[config.mk]
export PLATFORM = sky130hd
export DESIGN_NAME = microstore_sequencer
export DESIGN_NICKNAME = d
export VERILOG_FILES = /design/src/rtl/microstore_sequencer_pkg.sv /design/src/rtl/microstore_sequencer_moc_watchdog.sv /design/src/rtl/microstore_sequencer.sv
export SDC_FILE = /design/constraint.sdc
export NUM_CORES = 1
export LEC_CHECK = 0
export BUFFER_PORTS_ARGS = -buffer_cell sky130_fd_sc_hd__buf_2
export CORE_UTILIZATION = 45
export DETAILED_ROUTE_END_ITERATION = 8
export GPL_TIMING_DRIVEN = 0
export PLACE_DENSITY = 0.68
export SYNTH_ARGS = -nofsm -noshare
export SYNTH_HDL_FRONTEND = slang
export SYNTH_SLANG_ARGS = --single-unit
[constraint.sdc]
create_clock -name Clk -period 3.95 [get_ports Clk]
set_input_delay 0.395 -clock Clk [delete_from_list [all_inputs] [get_ports Clk]]
set_output_delay 0.395 -clock Clk [all_outputs]
set_load 0.02 [all_outputs]
[src/rtl/microstore_sequencer_pkg.sv]
// Shared control definitions for the microprogrammed control unit.
// The instruction encoder, the microstore ROM and the sequencer all use these.
package microstore_sequencer_pkg;

    localparam int STATE_W = 8;

    localparam logic [STATE_W-1:0] FETCH_STATE_DEFAULT = 8'd1;
    localparam logic [STATE_W-1:0] ABORT_STATE_DEFAULT = 8'd60;

    typedef enum logic [2:0] {
        NS_DECODE = 3'd0,
        NS_FETCH  = 3'd1,
        NS_INC    = 3'd2,
        NS_JUMP   = 3'd3,
        NS_CJUMP  = 3'd4,
        NS_CHOLD  = 3'd5,
        NS_CALL   = 3'd6,
        NS_RETURN = 3'd7
    } ns_e;

    typedef enum logic [1:0] {
        COND_SEL_MOC  = 2'd0,
        COND_SEL_COND = 2'd1,
        COND_SEL_ONE  = 2'd2,
        COND_SEL_ENCZ = 2'd3
    } cond_sel_e;

endpackage

[src/rtl/microstore_sequencer_moc_watchdog.sv]
// Counts consecutive memory-wait cycles and flags a bus error once the
// wait has lasted MOC_TIMEOUT cycles without MOC arriving.
module moc_watchdog #(
    parameter int MOC_TIMEOUT = 16
) (
    input  logic Clk,
    input  logic Reset,
    input  logic WAITING,
    output logic timeout,
    output logic BUS_ERR
);

    localparam logic [7:0] LIMIT = 8'(MOC_TIMEOUT - 1);

    logic [7:0] r_count;
    logic       r_bus_err;

    // Threshold reached on the last allowed wait cycle.
    always_comb begin
        timeout = WAITING && (r_count == LIMIT);
    end

    // Wait counter restarts whenever the wait breaks or the abort fires;
    // the bus error pulse is the registered abort decision.
    always_ff @(posedge Clk or negedge Reset) begin
        if (!Reset) begin
            r_count   <= 8'd0;
            r_bus_err <= 1'b0;
        end else begin
            r_bus_err <= timeout;
            if (!WAITING || timeout) begin
                r_count <= 8'd0;
            end else begin
                r_count <= r_count + 8'd1;
            end
        end
    end

    assign BUS_ERR = r_bus_err;

endmodule

[src/rtl/microstore_sequencer.sv]
// Next-state sequencer: picks the next microstore address each cycle from
// the encoder, the microinstruction target, increment, return register or
// fixed fetch/abort addresses, and aborts stalled memory waits.
module microstore_sequencer
    import microstore_sequencer_pkg::*;
#(
    parameter logic [STATE_W-1:0] FETCH_STATE = FETCH_STATE_DEFAULT,
    parameter logic [STATE_W-1:0] ABORT_STATE = ABORT_STATE_DEFAULT,
    parameter int                 MOC_TIMEOUT = 16
) (
    input  logic               Clk,
    input  logic               Reset,
    input  logic [STATE_W-1:0] ENC_STATE,
    input  logic [2:0]         NS,
    input  logic [STATE_W-1:0] CR,
    input  logic [1:0]         COND_SEL,
    input  logic               INV,
    input  logic               MOC,
    input  logic               COND,
    output logic [STATE_W-1:0] STATE,
    output logic [STATE_W-1:0] RET,
    output logic               BUS_ERR,
    output logic               WAITING
);

    logic [STATE_W-1:0] r_state;
    logic [STATE_W-1:0] r_ret;
    logic [STATE_W-1:0] w_inc;
    logic [STATE_W-1:0] w_next_state;
    logic [STATE_W-1:0] w_next_ret;
    logic               w_cond_src;
    logic               w_cond;
    logic               w_waiting;
    logic               w_timeout;

    // Condition source mux, optional inversion and memory-wait detection.
    always_comb begin
        w_cond_src = 1'b0;
        case (cond_sel_e'(COND_SEL))
            COND_SEL_MOC:  w_cond_src = MOC;
            COND_SEL_COND: w_cond_src = COND;
            COND_SEL_ONE:  w_cond_src = 1'b1;
            COND_SEL_ENCZ: w_cond_src = (ENC_STATE == '0);
            default:       w_cond_src = 1'b0;
        endcase
        w_cond    = w_cond_src ^ INV;
        w_waiting = (ns_e'(NS) == NS_CHOLD) && (cond_sel_e'(COND_SEL) == COND_SEL_MOC) && !w_cond;
    end

    assign w_inc   = r_state + 8'd1;
    assign WAITING = w_waiting;

    moc_watchdog #(
        .MOC_TIMEOUT (MOC_TIMEOUT)
    ) u_watchdog (
        .Clk     (Clk),
        .Reset   (Reset),
        .WAITING (w_waiting),
        .timeout (w_timeout),
        .BUS_ERR (BUS_ERR)
    );

    // Next-state decode; a memory timeout overrides whatever NS asks for.
    always_comb begin
        w_next_state = r_state;
        w_next_ret   = r_ret;
        if (w_timeout) begin
            w_next_state = ABORT_STATE;
        end else begin
            case (ns_e'(NS))
                NS_DECODE: w_next_state = (ENC_STATE == '0) ? FETCH_STATE : ENC_STATE;
                NS_FETCH:  w_next_state = FETCH_STATE;
                NS_INC:    w_next_state = w_inc;
                NS_JUMP:   w_next_state = CR;
                NS_CJUMP:  w_next_state = w_cond ? CR : w_inc;
                NS_CHOLD:  w_next_state = w_cond ? CR : r_state;
                NS_CALL: begin
                    w_next_state = CR;
                    w_next_ret   = w_inc;
                end
                NS_RETURN: w_next_state = r_ret;
                default:   w_next_state = r_state;
            endcase
        end
    end

    // State and one-deep return register update together.
    always_ff @(posedge Clk or negedge Reset) begin
        if (!Reset) begin
            r_state <= '0;
            r_ret   <= '0;
        end else begin
            r_state <= w_next_state;
            r_ret   <= w_next_ret;
        end
    end

    assign STATE = r_state;
    assign RET   = r_ret;

endmodule
Word-level counts from Yosys, hierarchy flattened
Index checks and enable logic that the tools add are counted.
{ "totals": {"output_inout_bits": 18, "reg_bits": 25, "in_bits": 26} }
{ "classes": {"eq_ne": 12, "n_reduce_logical": 11, "mux": 7, "n_bitwise": 2, "add_sub_neg": 2} }
{ "ops": {"columns": ["cell", "n"], "rows": [
  ["case mux 8 bit (7 select lines)", 1],
  ["two-way mux 8 bit", 5],
  ["adder 8 x 1 -> 8 bit (second input constant)", 2],
  ["equality test 3 bit (second input constant)", 4],
  ["equality test 8 x 4 -> 1 bit (second input constant)", 1],
  ["zero test 8 bit", 1],
  ["equality test 3 x 2 -> 1 bit (second input constant)", 2],
  ["equality test 2 bit (second input constant)", 2],
  ["case mux 1 bit (4 select lines)", 1],
  ["equality test 3 x 1 -> 1 bit (second input constant)", 1],
  ["logical AND 1 bit", 3],
  ["zero test 3 bit", 1],
  ["inequality test 3 x 2 -> 1 bit (second input constant)", 1],
  ["equality test 2 x 1 -> 1 bit (second input constant)", 1],
  ["zero test 1 bit", 2],
  ["zero test 2 bit", 1],
  ["AND reduction 2 bit", 1],
  ["OR reduction 2 bit", 1],
  ["logical OR 1 bit", 1],
  ["NOT 1 bit", 1],
  ["bitwise XOR 1 bit", 1]
]} }

Logic depth before layout (Yosys ltp)
{ "depth": {"word_depth": 8, "depth_mapped": 8, "depth_no_buf": 7} }

Cells and area by module
A second synthesis with hierarchy kept.
{ "hier_totals": {"cells_unflattened": 203, "hier_area_um2": 1759.2} }
{ "modules_own_cells": {"columns": ["module", "cells_per_inst", "area_each_um2", "seq_area_each_um2", "n_inst"], "rows": [
  ["microstore_sequencer", 161, 1336.3, 400.4, 1],
  ["moc_watchdog", 42, 422.9, 225.2, 1]
]} }

Worst setup path before layout
OpenSTA, ideal clock, no wires.
{ "synth_path": {"path_kind": "input to output", "startpoint": "input COND_SEL[0]", "endpoint": "output WAITING", "stages": 7, "path_slack_ns": 1.790, "n_path_buf": 1, "t_arrival_ns": 1.765, "cell_sequence": "buf_4 > mux2i_1 > and2b_1 > o21a_1 > nor3_1 > nand2_1 > inv_1"} }
{ "synth_between": {"elab_chain_len": 5, "word_cells_on_any_way": 9} }
{ "synth_rtl": {"columns": ["element", "line_no", "source"], "rows": [
  ["start, declared", "microstore_sequencer.sv:16", "input logic [1:0] COND_SEL,"],
  ["equality test 2 bit (tied with other cells)", "microstore_sequencer.sv:39", "case (cond_sel_e'(COND_SEL))"],
  ["case mux 1 bit (4 select lines)", "microstore_sequencer.sv:39", null],
  ["bitwise XOR 1 bit", "microstore_sequencer.sv:46", "w_cond = w_cond_src ^ INV;"],
  ["zero test 1 bit", "microstore_sequencer.sv:47", "w_waiting = (ns_e'(NS) == NS_CHOLD) && (cond_sel_e'(COND_SEL) == COND_SEL_MOC) && !w_cond;"],
  ["logical AND 1 bit (*)", "microstore_sequencer.sv:47", null],
  ["end, declared", "microstore_sequencer.sv:23", "output logic WAITING"]
]} }
Mark *: on every way between the ends. The rest lies on a longest branch, timed or not.

Worst setup path after layout
{ "layout_path": {"startpoint": "input NS[0]", "endpoint": "output WAITING"} }
{ "layout_between": {"elab_chain_len": 3} }
{ "layout_rtl": {"columns": ["element", "line_no", "source"], "rows": [
  ["start, declared", "microstore_sequencer.sv:14", "input logic [2:0] NS,"],
  ["equality test 3 bit", "microstore_sequencer.sv:47", null],
  ["logical AND 1 bit (2 in series)", "microstore_sequencer.sv:47", null]
]} }
No other way between the ends.

==> metrics <==
EDFF count, synth 0; clock sinks 25; Crit path depth 7; Post-route DRC 0; Die ar. 4060 µm²; Synth top area share 36.5%; Crit-path slowest cell nor3_1; crit share post-route 65.9%; DP HPWL 3.25 mm; CTS tree built; count leader, synth nor2_1; CP arrival 2210 ps; Yosys reg bits 25; routability cong. 0.923; min Tclk post-route 2600 ps; CP dominant cell by count buf_2; overall power 738 µW; slew margin rel. 47.7%; Nets 274; HP Class input port to async pin; Worst-Margin Slew 775 ps; DR vias 1657; cell depth of the worst flop-to-flop path 6; Worst-Skew Late Latency 280 ps; Clock Skews 3.98 ps; Starting Density 46.8%; critical path endpoint category primary output; r2r setup slk 2160 ps; DIE HEIGHT 63.7 µm; Pleak 0.000941 µW; cts bufs inserted 3; Post-synth top cells 27 x nor2_1, 25 x dfrtp_1, 15 x nand2_1; initial antenna violation count 0; main flop type after synthesis dfrtp_1; Ys Warns 0; drt pass-1 iters 4; fmax 384 MHz; area leader, netlist dfrtp_1; first-pass GRT wire length 7.16 mm; Buf+Inv Stages, Crit Path 4; IO buf count 42; Sum Neg Setup Slack 0 ps; # diodes 0; clock tree buffer depth 2; Reg clk slew, reported paths 90 ps; Final Hold Vio Count 0; Total Wirelength 4.26 mm; fraction of layout cells with a size suffix above 1 23.7%; worst setup path category input port to primary output; clock root cell clkbuf_8; Core ar. 3660 µm²; Detail Route Antenna Nets 0; cts repair resizes 0; RSZ-0062 raised after global routing false; Post-Syn Instances 199; Post-CTS Setup Bufs 0; final setup vio count 0; vias in the first global route 1514; Seq/Total Area, Yosys 36.5%; vias per inst 5.66; ranking of synthesized cells by area dfrtp_1 36%, nor2_1 5.9%, mux2_2 3.3%; Syn Nets 227; # hold bufs at CTS 0; drt wl/cell 14.5 µm; mapped cell area 1710 µm²; largest fanout on the critical path 10; Netlist cell types 46; Critical Path Start Type input port; PD cells 363 nW/µm²; Avg Cell Area, Syn 8.61 µm²; cell row count 22; total gr overflow 0; worst vdd ir 0.000181 V; max-cap violation count 0; DR iter-0 viols 132; Max stage delay on crit path 590 ps; required time of the critical path 3560 ps; die width 63.7 µm; Syn-to-layout area delta 18.7%; max-slew violations 0; Top Ports 44; Hold WS 107 ps; critical path cell sequence buf_2, clkbuf_1, nand3_1, nor3_1, nand2_1, inv_1, buf_2; Async SR Flop Fraction 100%; status complete, no violations; overall routing resource usage 22.7%; H-tree levels 1; largest net degree at the start of global routing 26; kind of cell adding the most delay to the critical path simple AND/OR/NAND/NOR gates
[stage by stage]
stage	setup WS [ps]	std cells	area (µm²)	utilization (%)
4_1_cts	1370	293	2030	55.6
3_3_place_gp	1400	289	1980	54.2
3_5_place_dp	1370	289	1980	54.2
2_1_floorplan	1790	199	1710	-
6_report	1350	293	2030	55.6
5_1_grt	1160	293	2030	55.6
[power by group]
group | total [µW] | leakage [µW] | switching, µW | internal (µW)
Sequential | 326 | 0.000324 | 35.7 | 291
Clock | 166 | 0.0000261 | 92.0 | 74.2
Combinational | 245 | 0.000591 | 144 | 101
[layout make-up]
type                    count  area, µm²
repair buffers             42        210
multi-input cells         155       1010
clock inverters             1       8.76
inverters                  10       37.5
plain buffers               9       45.0
well taps                  48       60.1
fillers                   366       1630
clock buffers               3       41.3
flip-flops and latches     25        626
[worst paths after layout]
kind,start,end
max,NS[0],WAITING
min,Reset,RET[2]$_DFFE_PN0P_
max reg2reg,u_watchdog.r_count[0]$_DFF_PN0_,STATE[1]$_DFFE_PN0P_
min reg2reg,u_watchdog.r_count[0]$_DFF_PN0_,u_watchdog.r_count[0]$_DFF_PN0_
max in group asynchronous,Reset,STATE[5]$_DFFE_PN0P_
min in group Clk,u_watchdog.r_count[0]$_DFF_PN0_,u_watchdog.r_count[0]$_DFF_PN0_
[registers in the layout (all words and copies together), names as in the netlist]
signal,flops
u_watchdog.BUS_ERR,1
u_watchdog.r_count,8
RET,8
STATE,8
[kinds of logic (layout without fill, tap and decap cells)]
family                   count (synthesis)  count (layout)  share of synthesized area, %
AND/OR/NAND/NOR                         83              83                          25.2
AO/OA/AOI/OAI                           50              50                          20.9
flip-flops                              25              25                          36.5
buffers and inverters                   19              65                          4.82
XOR/XNOR                                12              12                          6.13
multiplexers                             8               8                          5.04
adder cells (fa/ha/maj)                  2               2                          1.46
[placed cells by master (no fill, tap or decap), drive strengths merged, types with 3 or more instances in the layout]
cell / count
buf: 45
nor2: 27
dfrtp: 25
nand2: 15
o21ai: 11
inv: 11
nor3: 10
a21oi: 9
clkbuf: 9
nand3: 8
xor2: 6
xnor2: 6
nor2b: 6
mux2: 5
a221o: 5
a22oi: 4
nor4: 4
mux2i: 3
o21a: 3
and3: 3
o22a: 3
[layer usage]
layer  vias up  track usage, %  wire length [µm]
li1        811               -                 -
met1       786            32.0              2050
met2        53            35.4              1910
met5         -               0                 0
met3         7            3.80               247
met4         0            6.25                57
Power figures use the tool's default switching activity.
